`src/rtl/vector_point_sequencer.sv`:
```
`default_nettype none
// +--------------------------------------------------------------------------+
// | Module  : vector_point_sequencer                                         |
// | Purpose : Point FIFO and sequencer feeding a Bresenham line stepper.     |
// |           Buffers (x, y, blank) points, issues one load strobe per       |
// |           point, waits for the stepper to arrive, holds a per-point      |
// |           dwell, and drives the beam enable (lit draw / blank move).     |
// | Ports   : clk, reset        clock, synchronous active-high reset         |
// |           in_valid/in_ready source handshake, in_x/in_y/in_blank point   |
// |           lt_strobe         one-cycle load pulse to the stepper          |
// |           lt_x/lt_y         registered stepper destination               |
// |           lt_ready          stepper has reached its destination          |
// |           beam_on           beam/Z enable to the intensity DAC           |
// |           busy, level       activity flag and FIFO occupancy             |
// | Config  : VECTOR_SEQ_DUPSKIP_EN - when defined, a head point identical   |
// |           to the last issued point is discarded without a strobe.        |
// | Revision: 1.0 - initial release                                          |
// +--------------------------------------------------------------------------+
module vector_point_sequencer #(
  parameter int BITS        = 12,
  parameter int DEPTH_LOG2  = 4,
  parameter int DWELL       = 8,
  parameter int BLANK_DWELL = 16
) (
  input  logic                  clk,
  input  logic                  reset,
  input  logic                  in_valid,
  output logic                  in_ready,
  input  logic [BITS-1:0]       in_x,
  input  logic [BITS-1:0]       in_y,
  input  logic                  in_blank,
  output logic                  lt_strobe,
  output logic [BITS-1:0]       lt_x,
  output logic [BITS-1:0]       lt_y,
  input  logic                  lt_ready,
  output logic                  beam_on,
  output logic                  busy,
  output logic [DEPTH_LOG2:0]   level
);

  localparam int C_DEPTH   = 1 << DEPTH_LOG2;
  localparam int C_MAX_DW  = (DWELL > BLANK_DWELL) ? DWELL : BLANK_DWELL;
  localparam int C_CNT_W   = $clog2(C_MAX_DW + 1);

  localparam logic [DEPTH_LOG2:0] c_full        = (DEPTH_LOG2+1)'(C_DEPTH);
  localparam logic [C_CNT_W-1:0]  c_dwell       = C_CNT_W'(DWELL);
  localparam logic [C_CNT_W-1:0]  c_blank_dwell = C_CNT_W'(BLANK_DWELL);

  typedef enum logic [2:0] {
    S_IDLE   = 3'd0,
    S_ISSUE  = 3'd1,
    S_SETTLE = 3'd2,
    S_DRAW   = 3'd3,
    S_DWELL  = 3'd4
  } state_t;

  // ---------------------------------------------------------------- FIFO
  // Entry layout: {blank, y, x}
  logic [2*BITS:0]         r_mem [0:C_DEPTH-1];
  logic [DEPTH_LOG2-1:0]   r_wr_ptr;
  logic [DEPTH_LOG2-1:0]   r_rd_ptr;
  logic [DEPTH_LOG2:0]     r_level;

  state_t                  r_state;
  logic                    r_cur_blank;
  logic [C_CNT_W-1:0]      r_cnt;

  logic                    w_push;
  logic                    w_pop;
  logic                    w_dup;
  logic [2*BITS:0]         w_head;

  assign in_ready = (r_level != c_full);
  assign level    = r_level;
  assign busy     = (r_state != S_IDLE) || (r_level != '0);

  assign w_push = in_valid && in_ready;
  // The only consumer is the IDLE state; discarded duplicates also pop.
  assign w_pop  = (r_state == S_IDLE) && (r_level != '0);
  assign w_head = r_mem[r_rd_ptr];

`ifdef VECTOR_SEQ_DUPSKIP_EN
  // lt_x/lt_y/r_cur_blank always hold the last issued point, so they double
  // as the duplicate reference; r_last_vld forces the first point after reset
  // to be issued even if it happens to match the reset values.
  logic r_last_vld;

  always_ff @(posedge clk) begin
    if (reset) begin
      r_last_vld <= 1'b0;
    end else if (r_state == S_ISSUE) begin
      r_last_vld <= 1'b1;
    end
  end

  assign w_dup = r_last_vld && (w_head == {r_cur_blank, lt_y, lt_x});
`else
  assign w_dup = 1'b0;
`endif

  // Storage carries no reset: entries are only read below the level count.
  always_ff @(posedge clk) begin
    if (w_push) begin
      r_mem[r_wr_ptr] <= {in_blank, in_y, in_x};
    end
  end

  always_ff @(posedge clk) begin
    if (reset) begin
      r_wr_ptr <= '0;
      r_rd_ptr <= '0;
      r_level  <= '0;
    end else begin
      if (w_push) begin
        r_wr_ptr <= r_wr_ptr + 1'b1;
      end
      if (w_pop) begin
        r_rd_ptr <= r_rd_ptr + 1'b1;
      end
      case ({w_push, w_pop})
        2'b10:   r_level <= r_level + 1'b1;
        2'b01:   r_level <= r_level - 1'b1;
        default: r_level <= r_level;
      endcase
    end
  end

  // ----------------------------------------------------------------- FSM
  always_ff @(posedge clk) begin
    if (reset) begin
      r_state     <= S_IDLE;
      lt_strobe   <= 1'b0;
      lt_x        <= '0;
      lt_y        <= '0;
      r_cur_blank <= 1'b0;
      beam_on     <= 1'b0;
      r_cnt       <= '0;
    end else begin
      lt_strobe <= 1'b0;
      case (r_state)
        S_IDLE: begin
          if (w_pop && !w_dup) begin
            lt_x        <= w_head[BITS-1:0];
            lt_y        <= w_head[2*BITS-1:BITS];
            r_cur_blank <= w_head[2*BITS];
            // Registered strobe is high exactly while the FSM sits in ISSUE.
            lt_strobe   <= 1'b1;
            r_state     <= S_ISSUE;
          end
        end
        S_ISSUE: begin
          beam_on <= !r_cur_blank;
          r_state <= S_SETTLE;
        end
        S_SETTLE: begin
          // Gives the stepper a cycle to drop lt_ready for the new target.
          r_state <= S_DRAW;
        end
        S_DRAW: begin
          if (lt_ready) begin
            r_cnt   <= r_cur_blank ? c_blank_dwell : c_dwell;
            r_state <= S_DWELL;
          end
        end
        S_DWELL: begin
          r_cnt <= r_cnt - 1'b1;
          if (r_cnt == C_CNT_W'(1)) begin
            r_state <= S_IDLE;
            // Never leave the beam parked lit while starved of points.
            if (r_level == '0) begin
              beam_on <= 1'b0;
            end
          end
        end
        default: begin
          r_state <= S_IDLE;
        end
      endcase
    end
  end

endmodule
`default_nettype wire

```
`config.mk`:
```
export PLATFORM = sky130hd
export DESIGN_NAME = vector_point_sequencer
export DESIGN_NICKNAME = d
export VERILOG_FILES = /design/src/rtl/vector_point_sequencer.sv
export SDC_FILE = /design/constraint.sdc
export NUM_CORES = 1
export LEC_CHECK = 0
export BUFFER_PORTS_ARGS = -buffer_cell sky130_fd_sc_hd__buf_2
export CORE_UTILIZATION = 58
export CTS_BUF_LIST = sky130_fd_sc_hd__clkbuf_4 sky130_fd_sc_hd__clkbuf_8
export CTS_CLUSTER_DIAMETER = 150
export DETAILED_ROUTE_END_ITERATION = 6
export GPL_ROUTABILITY_DRIVEN = 0
export PLACE_DENSITY = 0.85
export SETUP_SLACK_MARGIN = 0.5
export SLEW_MARGIN = 0
export SYNTH_ARGS = -nofsm -noshare
export SYNTH_HDL_FRONTEND = slang
export SYNTH_SLANG_ARGS = --single-unit
export TNS_END_PERCENT = 100
```
`constraint.sdc`:
```
create_clock -name clk -period 3.3 [get_ports clk]
set_clock_uncertainty 0.15 [all_clocks]
set_input_delay 0.66 -clock clk [delete_from_list [all_inputs] [get_ports clk]]
set_output_delay 0.66 -clock clk [all_outputs]
set_load 0.01 [all_outputs]
```
## After elaboration in Yosys (flattened, before gate mapping)

Memories as Yosys holds them, arrays and structs flattened. A register that Yosys moved wholly into a read port is not among the register bits.
Index checks and enable logic that the tools add are counted.
Widths: inputs -> output; s select.

| word-level totals | value |
|---|---|
| bits in registers | 23 |
| latch bits | 0 |
| memory bits (writable) | 400 |
| bits in read-only memories | 0 |
| bits of input ports | 29 |
| logic and storage cells | 56 |
| memories kept | 1 |

Memory list:

| memory | depth | bits a word | rd ports | clocked after Yosys merged registers in | write ports | line | source |
|---|---|---|---|---|---|---|---|
| r_mem | 16 | 25 | 1 | 1 | 1 | 59 | `logic [2*BITS:0] r_mem [0:C_DEPTH-1];` |

| operators by class | value |
|---|---|
| add/subtract/negate cells | 5 |
| $mul | 0 |
| div/mod/pow operators | 0 |
| order comparisons | 0 |
| equality and inequality tests | 12 |
| shift operators | 0 |
| muxes and demuxes | 14 |
| bitwise logic cells | 1 |
| reductions and logical operators | 16 |

Operators by type and width:

| operator | count |
|---|---|
| $pmux 5 s2 | 2 |
| $pmux 3 s5 | 1 |
| $mux 5 | 2 |
| $sub 5x1->5 const B | 2 |
| $mux 3 | 3 |
| $add 4x1->4 const B | 2 |
| $ne 2x2->1 const B | 4 |
| $eq 3x2->1 const B | 2 |
| $reduce_and 3->1 | 2 |
| $reduce_bool 2->1 | 3 |
| $add 5x1->5 const B | 1 |
| $eq 5x1->1 const B | 1 |
| $logic_not 5->1 | 1 |
| $mux 1 | 5 |
| $ne 5x5->1 const B | 1 |
| $reduce_bool 5->1 | 1 |
| $reduce_and 2->1 | 2 |
| $eq 3x1->1 const B | 1 |
| $eq 3x3->1 const B | 1 |
| $logic_not 3->1 | 1 |
| $reduce_bool 3->1 | 1 |
| $eq 2x1->1 const B | 1 |
| $eq 2x2->1 const B | 1 |
| $logic_and 1x1->1 | 2 |
| 5 further kinds | 5 |

## Logic depth before layout (Yosys ltp)

Gate-level depths: netlist of run 1.

| logic depth | value |
|---|---|
| depth in word-level cells | 4 |
| mapped depth | 12 |
| mapped depth without buffers | 10 |

## Least setup slack after synthesis of run 1

No wires, ideal clock.

| timing | value |
|---|---|
| path kind | reg2reg |
| start point | register r_level[2], in the netlist level[2] |
| end point | memory r_mem[0][0] in the netlist's numbering (enable) |
| library setup time | 0.438 ns |
| arrival | 3.078 ns |
| required time | 2.712 ns |
| path slack | -0.366 ns |
| cell stages (with the launch flop) | 6 |
| period minus slack after synthesis | 3.666 ns |
| path through | dfxtp_1 -> clkbuf_1 -> nor4_1 -> a21boi_1 -> nand2_1 -> nor3_1 |

| on the way | value |
|---|---|
| longest elaborated chain between the ends | 4 |

Ends and longest elaborated chain:

| what | line | source |
|---|---|---|
| start: declaration | 62 | `logic [DEPTH_LOG2:0] r_level;` |
| start signal: assignment | 121 | `2'b10: r_level <= r_level + 1'b1;` |
| start signal: assignment | 122 | `2'b01: r_level <= r_level - 1'b1;` |
| start signal: assignment | 123 | `default: r_level <= r_level;` |
| $ne 5x5->1 | 73 | `assign in_ready = (r_level != c_full);` |
| $logic_and 1x1->1 | 77 | `assign w_push = in_valid && in_ready;` |
| $mux 1 | 103 | `if (w_push) begin` |
| $mux 1 (implied by the code) | 104 | `r_mem[r_wr_ptr] <= {in_blank, in_y, in_x};` |
| end: declaration | 59 |  |

Every way passes these cells.

## Final worst setup path of run 1

| timing | value |
|---|---|
| start point | register r_level[3], in the netlist level[3] |
| end point | output busy |

| on the way | value |
|---|---|
| longest elaborated chain between the ends | 2 |

Ends and longest elaborated chain:

| what | line | source |
|---|---|---|
| $reduce_bool 5->1 | 75 | `assign busy = (r_state != S_IDLE) \|\| (r_level != '0);` |
| $logic_or 1x1->1 | 75 |  |
| end: declaration | 37 | `output logic busy,` |

Every way passes these cells.

==> results of run 1 <==
## layout make-up
type | instances | area [um^2] | area share, %
inverter | 10 | 37.54 | 0.1884
multi-input combinational | 357 | 4242 | 21.29
clock inverter | 35 | 279.0 | 1.401
tap | 384 | 480.5 | 2.412
clock buffer | 93 | 1155 | 5.797
sequential | 448 | 12990 | 65.19
timing repair buffer | 99 | 740.7 | 3.718
## metrics by stage
step | cells | setup WS (ns) | hold slack, ns
2_1_floorplan | 863 | 0.5243 | 0.2950
3_3_place_gp | 1296 | 0.5366 | 0.2885
3_5_place_dp | 1296 | 0.4809 | 0.2995
4_1_cts | 1425 | 0.5144 | 0.1412
5_1_grt | 1426 | 0.4937 | 0.1501
6_report | 1426 | 0.6023 | 0.1579
## power groups by stage
stage / logic (W) / registers (W) / clock network [W]
global route: 0.00321 / 0.00687 / 0.00503
detailed placement: 0.00294 / 0.00694 / 0
CTS: 0.00297 / 0.00682 / 0.00478
finish: 0.00297 / 0.00683 / 0.00471
global placement: 0.00285 / 0.00692 / 0
floorplan: 0.00215 / 0.00686 / 0
## cell usage in the layout, fill, tap and decap left out, types with 5 or more instances in the layout
master,n
sky130_fd_sc_hd__clkinv_1,18
sky130_fd_sc_hd__clkbuf_8,73
sky130_fd_sc_hd__buf_4,26
sky130_fd_sc_hd__mux2i_1,53
sky130_fd_sc_hd__clkbuf_4,20
sky130_fd_sc_hd__xor2_1,7
sky130_fd_sc_hd__inv_1,10
sky130_fd_sc_hd__a211o_1,24
sky130_fd_sc_hd__edfxtp_1,400
sky130_fd_sc_hd__nor3_1,5
sky130_fd_sc_hd__dfxtp_1,42
sky130_fd_sc_hd__mux4_2,100
sky130_fd_sc_hd__buf_2,61
sky130_fd_sc_hd__a21oi_1,7
sky130_fd_sc_hd__nand2_1,8
sky130_fd_sc_hd__buf_12,12
sky130_fd_sc_hd__nor2_4,12
sky130_fd_sc_hd__o21ai_0,5
sky130_fd_sc_hd__ha_1,9
sky130_fd_sc_hd__clkinv_2,6
sky130_fd_sc_hd__nor2_1,68
## state kept, by name (all words and copies together), names as in the netlist
signal and flops:
r_state 3, lt_x 12, r_wr_ptr 4, beam_on 1, r_cur_blank 1, lt_strobe 1, r_mem 400, r_rd_ptr 4
r_cnt 5, lt_y 12, level 5
## layer usage
metal / global-route usage, % / vias to the layer above
li1: - / 3756
met1: 32.00 / 4542
met2: 39.10 / 392
met3: 4.134 / 82
met4: 10.00 / 2
met5: 0 / -
## synth_stat cells, drive strengths merged, types with 2 or more instances
master    n
nor3      9
buf      28
nor2b     3
edfxtp  400
a31oi     4
xor2      7
o211ai    6
nor4      3
mux2i    53
clkbuf   20
nor3b     2
nand2     8
inv      10
xnor2     4
a21oi     8
o21ai     5
mux4    100
a211o    24
dfxtp    48
o22ai     2
nor2     81
and3      2
a21boi    2
mux2      2
ha       10
a22oi     3
or3       2
nand2b    4
## logic make-up (layout without fill, tap and decap cells)
group | count (synthesis) | in the layout | share of synthesized area [%]
compound gates | 59 | 59 | 2.733
xor+xnor | 11 | 11 | 0.5567
fa+ha+maj | 10 | 10 | 0.7230
buf+inv | 58 | 237 | 1.554
flops | 448 | 448 | 74.96
mux | 155 | 155 | 16.21
simple gates | 122 | 122 | 3.261
## timing repair
action                                  4_1_cts  5_1_grt
endpoints found under the setup margin        1        3
gates resized for setup                       0        6
pin swaps                                     1        1
endpoints found under the hold margin         0        0
setup buffers                                 1        1
## worst max-delay path by stage
stage                             from                     end  slack, ns  cells after the start
2_1_floorplan    level[2]$_SDFFE_PP0P_  r_mem[10][0]$_DFFE_PP_       0.52                      5
6_report         level[3]$_SDFFE_PP0P_                    busy       0.60                      4
3_5_place_dp                  in_valid   level[4]$_SDFFE_PP0P_       0.48                     10
4_1_cts        r_state[0]$_SDFFE_PP0P_   level[4]$_SDFFE_PP0P_       0.51                     10
5_1_grt          level[0]$_SDFFE_PP0P_   level[4]$_SDFFE_PP0P_       0.49                     10
3_3_place_gp                  in_valid   level[4]$_SDFFE_PP0P_       0.54                     10
==> qor.txt, run 1 <==
DETAILED ROUTING
--------------------------------------------------------------------------------------------------
Met2 Wirelength .....................................................................     17840 um
Number of design rule violations left after detail routing ..........................            0
Detail Route met3 WL ................................................................      2660 um
Routed Antenna Nets .................................................................            0
Routed vias .........................................................................         8774
Average wire per standard cell ......................................................     24.65 um
Post-Route M1 WL ....................................................................     13680 um
Topmost layer with routed signal wires ..............................................         met5
Routed via count divided by cell count ..............................................        6.153
Pre-antenna DRT Iters ...............................................................            5
Violation count after the first detailed-route iteration ............................          829
Drt total wl ........................................................................     35150 um

CRITICAL PATH
--------------------------------------------------------------------------------------------------
Worst R2R Path Depth ................................................................           10
Endpoint of the lowest-slack register-to-register path .............................. level[4]$_SDFFE_PP0P_
Launch point of the worst reg-to-reg path ........................................... level[0]$_SDFFE_PP0P_
Critical Path Fanout Max ............................................................            8
Maximum single-stage delay on the critical path .....................................      0.59 ns
Crit-path cells ..................................................................... or4_4 > nor2_1 > nand2_1 > buf_2
WP data required ....................................................................      2.49 ns
Register-to-register setup slack ....................................................      0.66 ns
Worst setup path class ..............................................................   reg -> out
Crit-path slowest cell .............................................................. sky130_fd_sc_hd__or4_4
Nature of the critical path endpoint ................................................ primary output
Category of cells accounting for the largest share of critical-path delay ........... simple AND/OR/NAND/NOR gates
Signal arrival time at the worst endpoint ...........................................      1.89 ns
Startpoint Class ....................................................................    flip-flop
Worst Path Buf+Inv ..................................................................            1

CELLS AND AREA
--------------------------------------------------------------------------------------------------
Post-Layout Inst Area ...............................................................   19920 um^2
Area growth from synthesis to final layout ..........................................       15.12%
Layout Nets .........................................................................         1025
Antenna cells .......................................................................            0
Share of the core filled with cells .................................................       68.66%
Fill cell instance count of the final layout ........................................         1748
Share of layout cells above drive strength 1 ........................................       33.21%

TIMING
--------------------------------------------------------------------------------------------------
Unrepaired setup endpoints after global routing .....................................           no
Final-layout setup total negative slack .............................................         0 ns
Min Tclk post-route .................................................................     2.698 ns
Fmax achieved .......................................................................    370.7 MHz
Setup-violating endpoint count in the final report ..................................            0
Number of max-slew violations in the final report ...................................            0
Transition time at the pin with the least slew margin ...............................     1.174 ns
Tcrit/Tclk final ....................................................................       81.75%
Worst slew margin relative to its limit .............................................       21.36%
Final count of hold timing violations ...............................................            0

SYNTHESIS
--------------------------------------------------------------------------------------------------
Share of synthesized registers carrying an async set or reset .......................           0%
Post-synthesis sequential area ratio ................................................       74.96%
Synthesized net count ...............................................................          902
Combined area of all synthesized cells ..............................................   17310 um^2
Fraction of post-synthesis cell area in the top cell type by area ...................       69.41%
Distinct cell type count after synthesis ............................................           49
Number of instances in the synthesized netlist ......................................          863
Yosys warns .........................................................................            0
Average size of a mapped cell .......................................................   20.05 um^2
Register bit count reported by yosys ................................................          448
Top cell type by total area after synthesis ......................................... sky130_fd_sc_hd__edfxtp_1
Number of enable-type register cells in the synthesized netlist .....................          400
Synth area leaders .................................................................. sky130_fd_sc_hd__edfxtp_1, sky130_fd_sc_hd__mux4_2, sky130_fd_sc_hd__dfxtp_1
Dominant synthesized flop cell ...................................................... sky130_fd_sc_hd__edfxtp_1

WORST HOLD PATH
--------------------------------------------------------------------------------------------------
Source of the worst hold timing path ................................................     lt_ready
Hold-critical path endpoint ......................................................... r_state[1]$_SDFFE_PP0P_
Class of the tightest hold or removal check .........................................    in -> reg
Hold path cells .....................................................................            2

POWER AND IR DROP
--------------------------------------------------------------------------------------------------
Peak supply drop ....................................................................    0.3804 mV
Share of power burned in combinational logic ........................................        20.5%
Post-layout total power .............................................................    0.01451 W
Pleak ...............................................................................     6.554 nW
Total net switching power ...........................................................   0.003916 W
Internal power ......................................................................    0.01060 W
Clock network power share ...........................................................        32.5%
Switching Fraction ..................................................................       26.98%
Ratio of total power to cell area ................................................... 728.5 nW/um^2
Reg power frac ......................................................................        47.0%

PLACEMENT
--------------------------------------------------------------------------------------------------
Area after detailed placement .......................................................   18450 um^2
Final HPWL from detailed placement ..................................................     19580 um
Number of port buffers ..............................................................           61

FLOORPLANNING
--------------------------------------------------------------------------------------------------
Placeable core area .................................................................   29010 um^2
Die width ...........................................................................     174.7 um
Die footprint .......................................................................   30530 um^2
I/O pin total .......................................................................           62
Die height ..........................................................................     174.7 um
Effective utilization at floorplan ..................................................       59.65%
Site row count ......................................................................           62

CLOCK TREE
--------------------------------------------------------------------------------------------------
Number of buffers created by CTS ....................................................           70
Deepest level of the CTS H-tree .....................................................            3
Clock sink count ....................................................................          448
Max Root-Sink Buffers ...............................................................            3
Hold-fix buffer count after cts .....................................................            0
Clock tree from TritonCTS ...........................................................        built
Clock Latency Late Sink .............................................................      0.60 ns
Clock transition time at the flip-flop clock pins of the worst setup and hold paths .      0.06 ns
CTS root buf ........................................................................ sky130_fd_sc_hd__clkbuf_8

GLOBAL ROUTE
--------------------------------------------------------------------------------------------------
Overall overflow remaining after global route .......................................            0
Antenna violations before repair ....................................................            1
Gr usage total ......................................................................       23.85%
Via count of the first global-routing pass ..........................................         8934
Largest net degree at the start of global routing ...................................           60
Global-route wire length before repair ..............................................     52720 um

JOB
--------------------------------------------------------------------------------------------------
Number of max-cap violations ........................................................            0

STATUS
--------------------------------------------------------------------------------------------------
Result of the run ...................................................................    completed

(Power assumes the default switching activity.)
==> run 2: changes to the inputs <==
CORE_UTILIZATION = 59   (was 58)
PLACE_DENSITY = 0.83   (was 0.85)
clock period = 2.63 ns   (was 3.3 ns; I/O delays follow)
==> qor.txt, run 2 (same netlist as run 1, synthesis figures left out) <==
STATUS
--------------------------------------------------------------------------------------------------
Result of the run ...................................................................    completed   unchanged

CRITICAL PATH
--------------------------------------------------------------------------------------------------
Nature of the critical path endpoint ................................................    flip-flop   was primary output
Maximum single-stage delay on the critical path .....................................      0.40 ns   was 0.59 ns
Crit-path cells ..................................................................... buf_6 > nor4_4 > a21boi_2 > inv_2 > ha_4 > xor2_1 > ha_2 > a21oi_4 > nand4b_1 > a31oi_1 > mux2_2   was or4_4 > nor2_1 > nand2_1 > buf_2
Crit-path slowest cell .............................................................. sky130_fd_sc_hd__nor4_4   was sky130_fd_sc_hd__or4_4
Critical Path Fanout Max ............................................................            3   was 8
Signal arrival time at the worst endpoint ...........................................      2.96 ns   was 1.89 ns
WP data required ....................................................................      2.96 ns   was 2.49 ns
Worst setup path class ..............................................................   reg -> reg   was reg -> out
Register-to-register setup slack ....................................................     0.003 ns   was 0.66 ns
Startpoint Class ....................................................................    flip-flop   unchanged

DETAILED ROUTING
--------------------------------------------------------------------------------------------------
Number of design rule violations left after detail routing ..........................            0   unchanged
Routed via count divided by cell count ..............................................        6.619   was 6.153
Average wire per standard cell ......................................................     31.90 um   was 24.65 um
Pre-antenna DRT Iters ...............................................................            7   was 5
Routed vias .........................................................................         9942   was 8774
Drt total wl ........................................................................     47920 um   was 35150 um
Routed Antenna Nets .................................................................            0   unchanged
Violation count after the first detailed-route iteration ............................         1380   was 829

TIMING
--------------------------------------------------------------------------------------------------
Unrepaired setup endpoints after global routing .....................................          yes   was no
Transition time at the pin with the least slew margin ...............................    0.7630 ns   was 1.174 ns
Min Tclk post-route .................................................................     2.627 ns
Final count of hold timing violations ...............................................            0   unchanged
Worst hold slack ....................................................................   0.02576 ns   was 0.1579 ns
Number of max-slew violations in the final report ...................................            0   unchanged
Worst Setup Slack, final ............................................................  0.002709 ns   was 0.6023 ns
Fmax achieved .......................................................................    380.6 MHz
Final-layout setup total negative slack .............................................         0 ns   unchanged
Tcrit/Tclk final ....................................................................       99.90%
Setup-violating endpoint count in the final report ..................................            0   unchanged
Worst slew margin relative to its limit .............................................       49.01%   was 21.36%

FLOORPLANNING
--------------------------------------------------------------------------------------------------
Die width ...........................................................................     173.3 um   was 174.7 um
Die height ..........................................................................     173.3 um   was 174.7 um
Effective utilization at floorplan ..................................................       60.13%   was 59.65%
Die footprint .......................................................................   30020 um^2   was 30530 um^2
I/O pin total .......................................................................           62   unchanged
Placeable core area .................................................................   28780 um^2   was 29010 um^2
Site row count ......................................................................           62   unchanged

PLACEMENT
--------------------------------------------------------------------------------------------------
Area after detailed placement .......................................................   18640 um^2   was 18450 um^2
Number of port buffers ..............................................................           61   unchanged
Post-placement worst setup slack ....................................................   0.05012 ns   was 0.4809 ns
Final HPWL from detailed placement ..................................................     18650 um   was 19580 um

CELLS AND AREA
--------------------------------------------------------------------------------------------------
Area of combinational cells with multiple inputs ....................................    4591 um^2   was 4242 um^2
Biggest registers after layout ...................................................... r_mem (400), lt_x (12), lt_y (12)   unchanged
Fill cell instance count of the final layout ........................................         1477   was 1748
Share of the core filled with cells .................................................       75.18%   was 68.66%
Post-Layout Inst Area ...............................................................   21640 um^2   was 19920 um^2
Register with the highest flop count ................................................        r_mem   unchanged
Number of flip-flops under the largest register name ................................          400   unchanged
Leading cell type in the layout, fill and taps excluded ............................. sky130_fd_sc_hd__edfxtp_1   unchanged
Commonest cells after routing, fill and taps aside .................................. sky130_fd_sc_hd__edfxtp_1, sky130_fd_sc_hd__mux4_2, sky130_fd_sc_hd__clkbuf_8, sky130_fd_sc_hd__buf_2, sky130_fd_sc_hd__mux2i_1   was sky130_fd_sc_hd__edfxtp_1, sky130_fd_sc_hd__mux4_2, sky130_fd_sc_hd__clkbuf_8, sky130_fd_sc_hd__nor2_1, sky130_fd_sc_hd__buf_2
Area growth from synthesis to final layout ..........................................       25.02%   was 15.12%
Layout Nets .........................................................................         1099   was 1025
Sequential standard cell area .......................................................   13000 um^2   was 12990 um^2
Share of layout cells above drive strength 1 ........................................       42.26%   was 33.21%

POWER AND IR DROP
--------------------------------------------------------------------------------------------------
Peak supply drop ....................................................................    0.7057 mV   was 0.3804 mV
Pleak ...............................................................................     7.233 nW   was 6.554 nW
Ratio of total power to cell area ................................................... 918.4 nW/um^2   was 728.5 nW/um^2

GLOBAL ROUTE
--------------------------------------------------------------------------------------------------
Via count of the first global-routing pass ..........................................         9539   was 8934
GR peak layer .......................................................................         met2   unchanged
Largest net degree at the start of global routing ...................................           39   was 60
Gr usage total ......................................................................       26.41%   was 23.85%
Met1 Resource Use GR ................................................................       35.88%   was 32.00%
Met3 track utilization from global routing ..........................................       5.000%   was 4.134%
GR Util met2 ........................................................................       42.64%   was 39.10%
Global-route wire length before repair ..............................................     57480 um   was 52720 um
Antenna violations before repair ....................................................            1   unchanged
Overall overflow remaining after global route .......................................            0   unchanged

CLOCK TREE
--------------------------------------------------------------------------------------------------
Clock transition time at the flip-flop clock pins of the worst setup and hold paths .      0.06 ns   about the same
Clock sink count ....................................................................          448   unchanged
Deepest level of the CTS H-tree .....................................................            3   unchanged
Max Root-Sink Buffers ...............................................................            3   unchanged
CTS root buf ........................................................................ sky130_fd_sc_hd__clkbuf_8   unchanged
Clock Latency Late Sink .............................................................      0.62 ns   was 0.60 ns
Number of buffers created by CTS ....................................................           70   unchanged
Clock tree from TritonCTS ...........................................................        built   unchanged
Hold-fix buffer count after cts .....................................................            0   unchanged

JOB
--------------------------------------------------------------------------------------------------
Number of max-cap violations ........................................................            0   unchanged

WORST HOLD PATH
--------------------------------------------------------------------------------------------------
Class of the tightest hold or removal check .........................................    in -> reg   unchanged

[run 2: cell types whose count changed in the layout (fill, tap and decap cells not counted), moves of 6 or more]
cell                        change
sky130_fd_sc_hd__buf_8          +6
sky130_fd_sc_hd__buf_6         +16
sky130_fd_sc_hd__buf_4          +6
sky130_fd_sc_hd__clkbuf_16     +20
sky130_fd_sc_hd__nor2_4        +29
sky130_fd_sc_hd__clkbuf_4       +9
sky130_fd_sc_hd__buf_16         +6
sky130_fd_sc_hd__clkbuf_8       +6
sky130_fd_sc_hd__buf_12        +18
sky130_fd_sc_hd__nor2_1        -29
sky130_fd_sc_hd__clkinv_1       -9
[run 2: cell type report]
class	count	share of cell area [%]
Clock buffer	108	6.032
Antenna cell	1	0.01157
Tap cell	384	2.221
Inverter	10	0.1735
Timing Repair Buffer	170	9.600
Sequential cell	448	60.07
Clock inverter	21	0.6766
Multi-Input combinational cell	360	21.22
[run 2: per-stage QoR]
| step | total power [W] | instances |
|---|---|---|
| CTS | 0.01911 | 1463 |
| detailed placement | 0.01260 | 1306 |
| global route | 0.02049 | 1502 |
| finish | 0.01987 | 1502 |
| floorplan | 0.01144 | 863 |
| global placement | 0.01248 | 1306 |
[run 2: per-layer routing]
layer  up-vias  routed length [um]
met5         -                   0
met4         0                2974
met3       193                5568
met2       782               23130
met1      5042               16250
li1       3925                   -
[run 2: final timing paths]
kind / end / cells after the start / start
worst max-delay path: level[4]$_SDFFE_PP0P_ / 11 / level[1]$_SDFFE_PP0P_
worst max register to register: level[4]$_SDFFE_PP0P_ / 11 / level[1]$_SDFFE_PP0P_
worst min register to register: lt_x[1]$_SDFFE_PP0P_ / 1 / lt_x[1]$_SDFFE_PP0P_
worst min-delay path: r_state[1]$_SDFFE_PP0P_ / 2 / lt_ready
[run 2: power by group]
group | switching (W) | internal [W]
Combinational | 0.00262 | 0.00256
Sequential | 0.000325 | 0.00822
Clock | 0.00285 | 0.00329
[run 2: timing repair]
item | CTS | global route
pin swaps | 10 | 25
resized for setup | 30 | 80
setup endpoints to repair | 122 | 355
setup buffers | 19 | 9
gates cloned | 9 | 29
[run 2: critical path, delay by kind of cell (launching register included)]
kind | cells | cell delay, ns
AND/OR/NAND/NOR | 2 | 0.56
flip-flops | 1 | 0.34
buffers and inverters | 2 | 0.21
multiplexers | 1 | 0.37
adder cells (fa/ha/maj) | 2 | 0.35
XOR/XNOR | 1 | 0.15
AO/OA/AOI/OAI | 3 | 0.40
==> run 3: changes to the inputs <==
ABC_AREA = 1   (was not set)
CORE_UTILIZATION = 30   (was 59)
PLACE_DENSITY = 0.51   (was 0.83)
==> qor.txt, run 3 <==
STATUS
--------------------------------------------------------------------------------------------------
Result of the run ...................................................................    completed   unchanged

CRITICAL PATH
--------------------------------------------------------------------------------------------------
Launch point of the worst reg-to-reg path ........................................... level[0]$_SDFFE_PP0P_   was level[1]$_SDFFE_PP0P_
Endpoint of the lowest-slack register-to-register path .............................. level[4]$_SDFFE_PP0P_   unchanged
CP Capture Point ....................................................................         busy   was level[4]$_SDFFE_PP0P_
Startpoint Class ....................................................................    flip-flop   unchanged
Register-to-register setup slack ....................................................      0.42 ns   was 0.003 ns
Worst R2R Path Depth ................................................................           17   was 11
Nature of the critical path endpoint ................................................ primary output   was flip-flop
Critical Path Fanout Max ............................................................            2   was 3
Signal arrival time at the worst endpoint ...........................................      1.59 ns   was 2.96 ns
Worst setup path startpoint ......................................................... level[0]$_SDFFE_PP0P_   was level[1]$_SDFFE_PP0P_
WP data required ....................................................................      1.95 ns   was 2.96 ns
Worst setup path class ..............................................................   reg -> out   was reg -> reg

CELLS AND AREA
--------------------------------------------------------------------------------------------------
Commonest cells after routing, fill and taps aside .................................. sky130_fd_sc_hd__nand2_1, sky130_fd_sc_hd__edfxtp_1, sky130_fd_sc_hd__nand3_1, sky130_fd_sc_hd__inv_1, sky130_fd_sc_hd__nor2_1   was sky130_fd_sc_hd__edfxtp_1, sky130_fd_sc_hd__mux4_2, sky130_fd_sc_hd__clkbuf_8, sky130_fd_sc_hd__buf_2, sky130_fd_sc_hd__mux2i_1
Number of flip-flops under the largest register name ................................          400   unchanged
Share of layout cells above drive strength 1 ........................................       14.64%   was 42.26%
Layout Nets .........................................................................         2015   was 1099
Fill cell instance count of the final layout ........................................         6227   was 1477
Biggest registers after layout ...................................................... r_mem (400), lt_x (12), lt_y (12)   unchanged
Area of combinational cells with multiple inputs ....................................    4787 um^2   was 4591 um^2
Area growth from synthesis to final layout ..........................................       16.91%   was 25.02%
Leading cell type in the layout, fill and taps excluded ............................. sky130_fd_sc_hd__nand2_1   was sky130_fd_sc_hd__edfxtp_1
Share of the core filled with cells .................................................       35.47%   was 75.18%
Sequential standard cell area .......................................................   12990 um^2   was 13000 um^2
Register with the highest flop count ................................................        r_mem   unchanged

FLOORPLANNING
--------------------------------------------------------------------------------------------------
I/O pin total .......................................................................           62   unchanged
Placeable core area .................................................................   62970 um^2   was 28780 um^2
Die height ..........................................................................     254.3 um   was 173.3 um
Site row count ......................................................................           92   was 62
Die width ...........................................................................     254.3 um   was 173.3 um
Effective utilization at floorplan ..................................................       30.34%   was 60.13%
Die footprint .......................................................................   64680 um^2   was 30020 um^2

PLACEMENT
--------------------------------------------------------------------------------------------------
Final HPWL from detailed placement ..................................................     28570 um   was 18650 um
Number of port buffers ..............................................................           61   unchanged

CLOCK TREE
--------------------------------------------------------------------------------------------------
CTS root buf ........................................................................ sky130_fd_sc_hd__clkbuf_8   unchanged
Clock tree from TritonCTS ...........................................................        built   unchanged
Number of buffers created by CTS ....................................................           75   was 70
Clock Latency Late Sink .............................................................      0.63 ns   was 0.62 ns
Deepest level of the CTS H-tree .....................................................            3   unchanged
Clock sink count ....................................................................          448   unchanged
Max Root-Sink Buffers ...............................................................            3   unchanged
Clock transition time at the flip-flop clock pins of the worst setup and hold paths .      0.05 ns   was 0.06 ns

TIMING
--------------------------------------------------------------------------------------------------
Final count of hold timing violations ...............................................            0   unchanged
Transition time at the pin with the least slew margin ...............................    0.7610 ns   was 0.7630 ns
Final-layout setup total negative slack .............................................         0 ns   unchanged
Setup-violating endpoint count in the final report ..................................            0   unchanged
Worst hold slack ....................................................................    0.1133 ns   was 0.02576 ns
Min Tclk post-route .................................................................     2.269 ns   was 2.627 ns
Unrepaired setup endpoints after global routing .....................................          yes   unchanged
Number of max-slew violations in the final report ...................................            0   unchanged
Tcrit/Tclk final ....................................................................       86.27%   was 99.90%
Fmax achieved .......................................................................    440.8 MHz   was 380.6 MHz
Worst slew margin relative to its limit .............................................       49.27%   was 49.01%

SYNTHESIS
--------------------------------------------------------------------------------------------------
Register bit count reported by yosys ................................................          448   unchanged
Distinct cell type count after synthesis ............................................           27   was 49
Commonest cells in the synthesized netlist .......................................... sky130_fd_sc_hd__nand2_1, sky130_fd_sc_hd__edfxtp_1, sky130_fd_sc_hd__nand3_1, sky130_fd_sc_hd__inv_1, sky130_fd_sc_hd__nor2_1   was sky130_fd_sc_hd__edfxtp_1, sky130_fd_sc_hd__mux4_2, sky130_fd_sc_hd__nor2_1, sky130_fd_sc_hd__mux2i_1, sky130_fd_sc_hd__dfxtp_1
Share of synthesized registers carrying an async set or reset .......................           0%   unchanged
Average size of a mapped cell .......................................................   10.21 um^2   was 20.05 um^2
Number of instances in the synthesized netlist ......................................         1870   was 863
Synth area leaders .................................................................. sky130_fd_sc_hd__edfxtp_1, sky130_fd_sc_hd__nand2_1, sky130_fd_sc_hd__nand3_1   was sky130_fd_sc_hd__edfxtp_1, sky130_fd_sc_hd__mux4_2, sky130_fd_sc_hd__dfxtp_1
Yosys warns .........................................................................            0   unchanged
Most common cell in the synthesized netlist ......................................... sky130_fd_sc_hd__nand2_1   was sky130_fd_sc_hd__edfxtp_1
Combined area of all synthesized cells ..............................................   19100 um^2   was 17310 um^2
Synthesized net count ...............................................................         1909   was 902
Fraction of post-synthesis cell area in the top cell type by area ...................       62.88%   was 69.41%
Number of enable-type register cells in the synthesized netlist .....................          400   unchanged
Top cell type by total area after synthesis ......................................... sky130_fd_sc_hd__edfxtp_1   unchanged
Dominant synthesized flop cell ...................................................... sky130_fd_sc_hd__edfxtp_1   unchanged
Post-synthesis sequential area ratio ................................................       67.92%   was 74.96%

GLOBAL ROUTE
--------------------------------------------------------------------------------------------------
Met3 track utilization from global routing ..........................................       2.521%   was 5.000%
Largest net degree at the start of global routing ...................................          112   was 39
Gr usage total ......................................................................       15.93%   was 26.41%
GR Util met2 ........................................................................       27.22%   was 42.64%
Met1 Resource Use GR ................................................................       20.59%   was 35.88%
Antenna violations before repair ....................................................            2   was 1
Overall overflow remaining after global route .......................................            0   unchanged
GR peak layer .......................................................................         met2   unchanged
Via count of the first global-routing pass ..........................................        12930   was 9539
Global-route wire length before repair ..............................................     77600 um   was 57480 um

POWER AND IR DROP
--------------------------------------------------------------------------------------------------
Peak supply drop ....................................................................    0.6829 mV   was 0.7057 mV
Pleak ...............................................................................     9.237 nW   was 7.233 nW
Ratio of total power to cell area ................................................... 926.9 nW/um^2   was 918.4 nW/um^2
Post-layout total power .............................................................    0.02070 W   was 0.01987 W

DETAILED ROUTING
--------------------------------------------------------------------------------------------------
Drt total wl ........................................................................     50780 um   was 47920 um
Number of design rule violations left after detail routing ..........................            0   unchanged
Violation count after the first detailed-route iteration ............................          892   was 1380
Routed via count divided by cell count ..............................................        4.519   was 6.619
Pre-antenna DRT Iters ...............................................................            5   was 7
Average wire per standard cell ......................................................     17.66 um   was 31.90 um
Routed Antenna Nets .................................................................            0   unchanged
Routed vias .........................................................................        13000   was 9942

WORST HOLD PATH
--------------------------------------------------------------------------------------------------
Hold path cells .....................................................................            4   was 2
Class of the tightest hold or removal check .........................................    in -> reg   unchanged

JOB
--------------------------------------------------------------------------------------------------
Number of max-cap violations ........................................................            0   unchanged

## run 3: cell types whose count changed after synthesis, moves of 15 or more
cell / change
sky130_fd_sc_hd__a211o_1: -24
sky130_fd_sc_hd__inv_1: +251
sky130_fd_sc_hd__mux4_2: -100
sky130_fd_sc_hd__nor2_1: +35
sky130_fd_sc_hd__o21ai_0: +28
sky130_fd_sc_hd__mux2i_1: -53
sky130_fd_sc_hd__nand3_1: +286
sky130_fd_sc_hd__nand2_1: +565
sky130_fd_sc_hd__buf_4: +22
sky130_fd_sc_hd__buf_2: +15
## run 3: area by class of cell
type / count / area share (%)
antenna: 1 / 0.01121
clock buffer: 121 / 6.393
clock inverter: 9 / 0.1793
inverter: 266 / 4.516
multi-input combinational: 1064 / 21.44
sequential: 448 / 58.18
tap: 846 / 4.740
timing repair buffer: 121 / 4.544
## run 3: through the flow
stage | area [um^2] | std cells | setup WS [ns]
2_1_floorplan | 19160 | 1870 | 0.3852
3_3_place_gp | 20640 | 2727 | 0.3759
3_5_place_dp | 20640 | 2727 | 0.4075
4_1_cts | 22280 | 2872 | 0.3257
5_1_grt | 22330 | 2876 | 0.2799
6_report | 22330 | 2876 | 0.3612
## run 3: how the worst min path moves through the flow
| stage | from | endpoint | slack [ns] |
|---|---|---|---|
| floorplan | r_cnt[0]$_SDFFE_PP0P_ | r_cnt[0]$_SDFFE_PP0P_ | 0.30 |
| detailed placement | beam_on$_SDFFE_PP0P_ | beam_on$_SDFFE_PP0P_ | 0.30 |
| finish | lt_ready | r_state[0]$_SDFFE_PP0P_ | 0.11 |
| CTS | lt_ready | r_state[0]$_SDFFE_PP0P_ | 0.05 |
| global route | lt_ready | r_state[1]$_SDFFE_PP0P_ | 0.10 |
| global placement | beam_on$_SDFFE_PP0P_ | beam_on$_SDFFE_PP0P_ | 0.30 |
## run 3: logic make-up after synthesis
group                      count (synthesis)  share of synthesized area [%]
AOI/OAI and AO/OA                         64                          1.808
xor gates and xnor gates                   8                         0.3668
adders and majority gates                 10                         0.6551
buffers and inverters                    358                          7.979
DFF                                      448                          67.92
and+or+nand+nor                          982                          21.28
## run 3: worst max-delay path: stages, from the launching register on
cell and delay (ns):
sky130_fd_sc_hd__dfxtp_4 0.35, sky130_fd_sc_hd__nor2_4 0.10, sky130_fd_sc_hd__nand4_1 0.13, sky130_fd_sc_hd__or2_4 0.28, sky130_fd_sc_hd__buf_6 0.12
## run 3: power breakdown
group / internal, W / leakage (nW) / switching [W] / total, W
sequential: 0.00814 / 4.01 / 0.000220 / 0.00836
clock: 0.00340 / 0.789 / 0.00269 / 0.00609
combinational: 0.00203 / 4.44 / 0.00422 / 0.00625
## run 3: what timing repair did
item	in CTS	in global routing
buffers inserted	15	3
endpoints found under the hold margin	0	0
resized for setup	18	10
endpoints found under the setup margin	3	360
pin swaps	8	4
hold buffers	0	0
## run 3: metal layers
metal	up-vias	share of wire (%)
li1	6310	-
met1	6348	45
met2	281	49
met3	59	4.2
met4	0	1.7
met5	-	0
